`src/rtl/part_74s148_latched_encoder.sv`:
```
// 8-to-3 latched priority encoder with synchronised active-low requests,
// sticky (edge) or level pending bits, valid/ack offer handshake and 74S148 cascade pins.
//
// state    | meaning
// ---------+------------------------------------------------------------
// ST_IDLE  | no offer; waits for ei_n=0 with at least one pending bit
// ST_OFFER | code/valid frozen until ack, regardless of ei_n or new bits
module part_74s148_latched_encoder #(
    parameter int SYNC_STAGES = 2,
    parameter bit EDGE_MODE   = 1'b1
) (
    input  logic       clk,
    input  logic       reset_n,
    input  logic       ei_n,
    input  logic [7:0] req_n,
    input  logic       ack,
    output logic [2:0] code,
    output logic       valid,
    output logic       gs_n,
    output logic       eo_n,
    output logic [7:0] pending
);

    typedef enum logic {
        ST_IDLE  = 1'b0,
        ST_OFFER = 1'b1
    } state_t;

    state_t                       state_q, state_d;
    logic [SYNC_STAGES-1:0][7:0]  sync_q, sync_d;
    logic [7:0]                   s_dly_q, s_dly_d;
    logic [7:0]                   pending_q, pending_d;
    logic [2:0]                   code_q, code_d;
    logic                         valid_q, valid_d;
    logic                         gs_n_q, gs_n_d;
    logic                         eo_n_q, eo_n_d;

    logic [7:0] s;
    logic [7:0] set_mask;
    logic [7:0] clr_mask;
    logic       accept;

    function automatic logic [2:0] highest_idx(input logic [7:0] v);
        highest_idx = 3'd0;
        for (int i = 0; i < 8; i++) begin
            if (v[i]) highest_idx = 3'(i);
        end
    endfunction

    always_comb begin
        sync_d    = sync_q;
        sync_d[0] = req_n;
        for (int i = 1; i < SYNC_STAGES; i++) begin
            sync_d[i] = sync_q[i-1];
        end
        s       = sync_q[SYNC_STAGES-1];
        s_dly_d = s;
    end

    // Set and clear may hit the same bit in one cycle; the new edge must win.
    always_comb begin
        accept   = (state_q == ST_OFFER) && ack;
        clr_mask = accept ? (8'h01 << code_q) : 8'h00;
        set_mask = s_dly_q & ~s;
        if (EDGE_MODE) begin
            pending_d = (pending_q & ~clr_mask) | set_mask;
        end else begin
            pending_d = ~s;
        end
    end

    always_comb begin
        state_d = state_q;
        code_d  = code_q;
        valid_d = valid_q;
        case (state_q)
            ST_IDLE: begin
                valid_d = 1'b0;
                if (!ei_n && (pending_q != 8'h00)) begin
                    code_d  = highest_idx(pending_q);
                    valid_d = 1'b1;
                    state_d = ST_OFFER;
                end
            end
            ST_OFFER: begin
                if (ack) begin
                    valid_d = 1'b0;
                    state_d = ST_IDLE;
                end
            end
        endcase
        gs_n_d = ~valid_d;
        eo_n_d = ~(!ei_n && (pending_d == 8'h00));
    end

    always_ff @(posedge clk or negedge reset_n) begin
        if (!reset_n) begin
            state_q   <= ST_IDLE;
            sync_q    <= '1;
            s_dly_q   <= 8'hFF;
            pending_q <= 8'h00;
            code_q    <= 3'd0;
            valid_q   <= 1'b0;
            gs_n_q    <= 1'b1;
            eo_n_q    <= 1'b1;
        end else begin
            state_q   <= state_d;
            sync_q    <= sync_d;
            s_dly_q   <= s_dly_d;
            pending_q <= pending_d;
            code_q    <= code_d;
            valid_q   <= valid_d;
            gs_n_q    <= gs_n_d;
            eo_n_q    <= eo_n_d;
        end
    end

    assign code    = code_q;
    assign valid   = valid_q;
    assign gs_n    = gs_n_q;
    assign eo_n    = eo_n_q;
    assign pending = pending_q;

endmodule

```
`config.mk`:
```
export PLATFORM = sky130hd
export DESIGN_NAME = part_74s148_latched_encoder
export DESIGN_NICKNAME = d
export VERILOG_FILES = /design/src/rtl/part_74s148_latched_encoder.sv
export SDC_FILE = /design/constraint.sdc
export NUM_CORES = 1
export LEC_CHECK = 0
export ABC_AREA = 1
export CAP_MARGIN = 20
export CORE_ASPECT_RATIO = 1.25
export CORE_MARGIN = 8
export CORE_UTILIZATION = 51
export CTS_CLUSTER_SIZE = 10
export DETAILED_ROUTE_END_ITERATION = 7
export GPL_TIMING_DRIVEN = 0
export PLACE_DENSITY = 0.78
export SLEW_MARGIN = 20
export SYNTH_ARGS = -nofsm -noshare
export SYNTH_HDL_FRONTEND = slang
export SYNTH_SLANG_ARGS = --single-unit
```
`constraint.sdc`:
```
create_clock -name clk -period 3.74 [get_ports clk]
set_clock_uncertainty 0.2 [all_clocks]
set_input_delay 1.122 -clock clk [delete_from_list [all_inputs] [get_ports clk]]
set_output_delay 1.122 -clock clk [all_outputs]
set_load 0.005 [all_outputs]
```
# After elaboration in Yosys (flattened, before gate mapping)
# Cells that the tools add are included.
[totals] register_bits=39 output_inout_bits=14 wordCells=38
[op_classes] shifts=1 muxes=13 bitwise=8 n_reduce_logical=7
[op_table] cell="3-bit two-way mux" n=6
[op_table] cell="8-bit AND" n=2
[op_table] cell="8-bit inverter" n=2
[op_table] cell="8-bit logical NOT" n=1
[op_table] cell="8-bit two-way mux" n=1
[op_table] cell="8-bit bitwise OR" n=1
[op_table] cell="8-bit nonzero test" n=1
[op_table] cell="1-bit by 3-bit << shifter with 8-bit output (first input constant)" n=1
[op_table] cell="1-bit two-way mux" n=4
[op_table] cell="1-bit one-hot mux with 2 select lines" n=2
[op_table] cell="1-bit logical AND" n=3
[op_table] cell="1-bit inverter" n=3
[op_table] cell="2-bit AND reduction" n=1
[op_table] cell="1-bit logical NOT" n=1

# Longest topological paths before layout
[depth] ltp_word=8 depth_mapped=8

# Worst setup path before layout
# OpenSTA, ideal clock, no wires.
[synth_path] path_kind="input to register" startpoint="in ack" endpoint="reg eo_n_q (netlist: eo_n)" setup_time_ps=83 arrival_ps=1682 slack_ps=1775 path_stages=5 path_buffers=0 path_cell_list="nand3_1 > o21ai_0 > nand3b_1 > nor2_1 > nand3_1"
[synth_via] elab_chain_len=8
[synth_lines] item="from (decl)" line="16" source="input logic ack,"
[synth_lines] item="1-bit logical AND" line="62" source="accept = (state_q == ST_OFFER) && ack;"
[synth_lines] item="8-bit two-way mux" line="63" source="clr_mask = accept ? (8'h01 << code_q) : 8'h00;"
[synth_lines] item="8-bit inverter" line="66" source="pending_d = (pending_q & ~clr_mask) | set_mask;"
[synth_lines] item="8-bit AND" line="66"
[synth_lines] item="8-bit bitwise OR" line="66"
[synth_lines] item="8-bit logical NOT" line="93" source="eo_n_d = ~(!ei_n && (pending_d == 8'h00));"
[synth_lines] item="1-bit logical AND" line="93"
[synth_lines] item="1-bit inverter" line="93"
[synth_lines] item="net eo_n_d" line="36" source="logic eo_n_q, eo_n_d;"
[synth_lines] item="to (signal assigned)" line="114" source="eo_n_q <= eo_n_d;"
[synth_lines] item="to (decl)" line="36"
# The timed path passes the listed nets, and every way through them passes these cells.
# A chain may end at the register's enable or synchronous reset.

# Worst setup path after layout
[layout_path] startpoint="reg code_q[0] (netlist: code[0])" endpoint="out code[0]"
[layout_lines] item="from (decl)" line="33" source="logic [2:0] code_q, code_d;"
[layout_lines] item="from (signal assigned)" line="111" source="code_q <= code_d;"
[layout_lines] item="to (decl)" line="17" source="output logic [2:0] code,"
# No word-level cell between the ends.

==> impl_metrics.csv <==
group,metric,value,unit
status,outcome,"complete, no violations",
grt,antenna_found_initial,0,
floorplanning,start_util,52.66,%
critical_path,path_class,"flop to primary output",
pwr,intPower,0.6161,mW
synth,avgSynthCellArea,11.27,um^2
floorplanning,rows,21,
timing,post-route-period-util,72.18,%
routing,drt-total-wl,2359,um
cts,cts-buffers-inserted,5,
routing,drt-initial-drc-count,28,
critical_path,end_kind,"primary output",
routing,wl_per_cell,12.29,um
cts,cts_max_level,2,
timing,rsz0062_at_grt,"no",
timing,setup_ws,1041,ps
critical_path,path_buf_inv,1,
critical_path,max_stage_delay,550,ps
routing,postRouteAntennaNets,0,
synth,synth_nets,136,
routing,viasPerCell,4.776,
cts,cts_root_buffer,"clkbuf_4",
synth,synth_area,1398,um^2
grt,use_met2,20.97,%
placement,gp_congestion,0.8774,
grt,grt_overflow_total,0,
final_layout,area_growth,26.14,%
cts,path_clk_slew,100,ps
routing,vias,917,
routing,drc,0,
worst_hold_path,min_path_type,"flop to flop",
pwr,p_sw_share,26.21,%
cts,tritoncts,"done",
floorplanning,core_area,2654,um^2
pwr,peakVddDrop,0.3206,mV
critical_path,worst_path_max_delay_cell,"clkdlybuf4s50_1",
final_layout,regArea,1008,um^2
synth,ys_ff_latch,39,
floorplanning,num_io_pins,26,
cts,post_cts_buffers,0,
grt,top_usage_layer,"met2",
placement,portBuffers,25,
placement,place_area,1713,um^2
timing,hold_violations,0,
final_layout,multiInputGateArea,302.8,um^2
timing,worst_slew_pin_slew,408.7,ps
run,cap_viol_max_count,0,
timing,finalSetupTns,0,ps
pwr,seq_power_share,60.2,%
critical_path,crit_required,2420,ps
grt,first_global_vias,1018,
pwr,switching_power,0.2188,mW
timing,fmax,0.3704,GHz
final_layout,nFillCells,211,
final_layout,final_layout_size_suffix_gt1_share,27.85,%
pwr,p_leak,0.7699,nW
timing,finalCriticalPeriod,2699,ps
placement,dp_hpwl,1865,um
grt,use_met1,10.47,%
floorplanning,dieHeight,74.53,um
grt,globalRouteTotalUtil,11.79,%
critical_path,reg2reg_setup_slack,2260,ps
critical_path,critPathLaunchType,"flop",
placement,preCtsSetupSlack,1053,ps
timing,drv_slew,0,
synth,ys_warn_count,0,
synth,syn_inst,124,
routing,firstDrtPassIters,4,
final_layout,nNetsFinal,169,
grt,grt_max_degree,24,
cts,cts_buffer_depth,2,
critical_path,arrival,1380,ps
critical_path,path_cells,"clkdlybuf4s50_1",
pwr,p_clk_share,23.4,%
grt,grt_pass1_wl,4160,um
cts,clock_latency,330,ps
cts,cts_num_sinks,39,
final_layout,fin_area,1763,um^2
pwr,powerDensity,473.6,nW/um^2
final_layout,antenna-diode-count,0,
synth,ys_seq_area_share,72.16,%
floorplanning,dieArea,4682,um^2
critical_path,path_max_fanout,7,
final_layout,fin_util,66.43,%
cts,postCtsResizedCells,0,
pwr,combPwrFrac,16.4,%
critical_path,path_delay_family,"buffers and inverters",
synth,synth_cell_types,19,
timing,setup_viol_count_final,0,
timing,maxSlewHeadroom,72.76,%
cts,cts_hold_buf,0,
floorplanning,die_w,62.82,um
grt,grt_use_met3,5.271,%
timing,holdWs,155.0,ps
## power by group through the flow
stage / Sequential, mW / Clock, mW / Combinational, mW
final: 0.503 / 0.195 / 0.137
after detailed placement: 0.509 / 0 / 0.140
after global placement: 0.506 / 0 / 0.132
after CTS: 0.502 / 0.208 / 0.140
after global routing: 0.509 / 0.222 / 0.155
after floorplan: 0.505 / 0 / 0.0563
## logic make-up after synthesis
logic type	after synthesis	synth area share, %
flops	39	72.16
compound gates	14	6.267
simple gates	48	15.40
buf+inv	23	6.177
## path summary, 6_finish.rpt
| path | cells after the start | end | start |
|---|---|---|---|
| min | 0 | s[1]$_DFF_PN1_ | sync_d[9]$_DFF_PN1_ |
| min in group asynchronous | 1 | code[1]$_DFFE_PN0P_ | reset_n |
| max reg2reg | 8 | valid$_DFF_PN0_ | pending[2]$_DFF_PN0_ |
| min reg2reg | 0 | s[1]$_DFF_PN1_ | sync_d[9]$_DFF_PN1_ |
| max in group asynchronous | 2 | s[6]$_DFF_PN1_ | reset_n |
| max | 1 | code[0] | code[0]$_DFFE_PN0P_ |
## Yosys cell counts (all sizes together)
cell	count	area, um^2
a21oi	5	36.29
dfrtp	13	325.3
dfstp	26	683.2
inv	23	86.33
nand2	21	88.84
nand3	5	25.02
nand3b	1	7.510
nor2	19	83.83
nor3	2	10.01
o21ai	8	43.79
o21bai	1	7.510
## layer usage
layer  part of all wire, %  up-vias
met5                     0        -
met1                    37      443
met4                   3.2        0
met2                    53       23
met3                   5.9        9
li1                      -      442
## sequential cells by signal, summed over array words and instances, names as in the netlist
name / flops
sync_d: 8
s: 8
code: 3
valid: 1
eo_n: 1
s_dly_q: 8
pending: 8
gs_n: 1
state_q: 1
## cells in the final DEF (no fill, tap or decap), drive strengths merged
master,synthesis,routed
nand3,5,5
clkdlybuf4s50,0,24
dfstp,26,26
inv,23,23
buf,0,2
o21ai,8,8
clkinv,0,1
a21oi,5,5
dfrtp,13,13
nand2,21,21
clkbuf,0,7
o21bai,1,1
nand3b,1,1
nor2,19,19
nor3,2,2
## through the flow
step           instances  total power [mW]
2_1_floorplan        124            0.5614
3_5_place_dp         184            0.6491
3_3_place_gp         183            0.6382
4_1_cts              192            0.8506
5_1_grt              192            0.8862
6_report             192            0.8349
## area by class of cell
cell class | count | area share [%]
Tap cell | 34 | 2.413
Inverter | 23 | 4.897
Multi-Input combinational cell | 62 | 17.18
Clock buffer | 7 | 2.555
Sequential cell | 39 | 57.20
Clock inverter | 1 | 0.2839
Timing Repair Buffer | 26 | 15.47
Note: power is estimated with default switching activity, not from simulation.
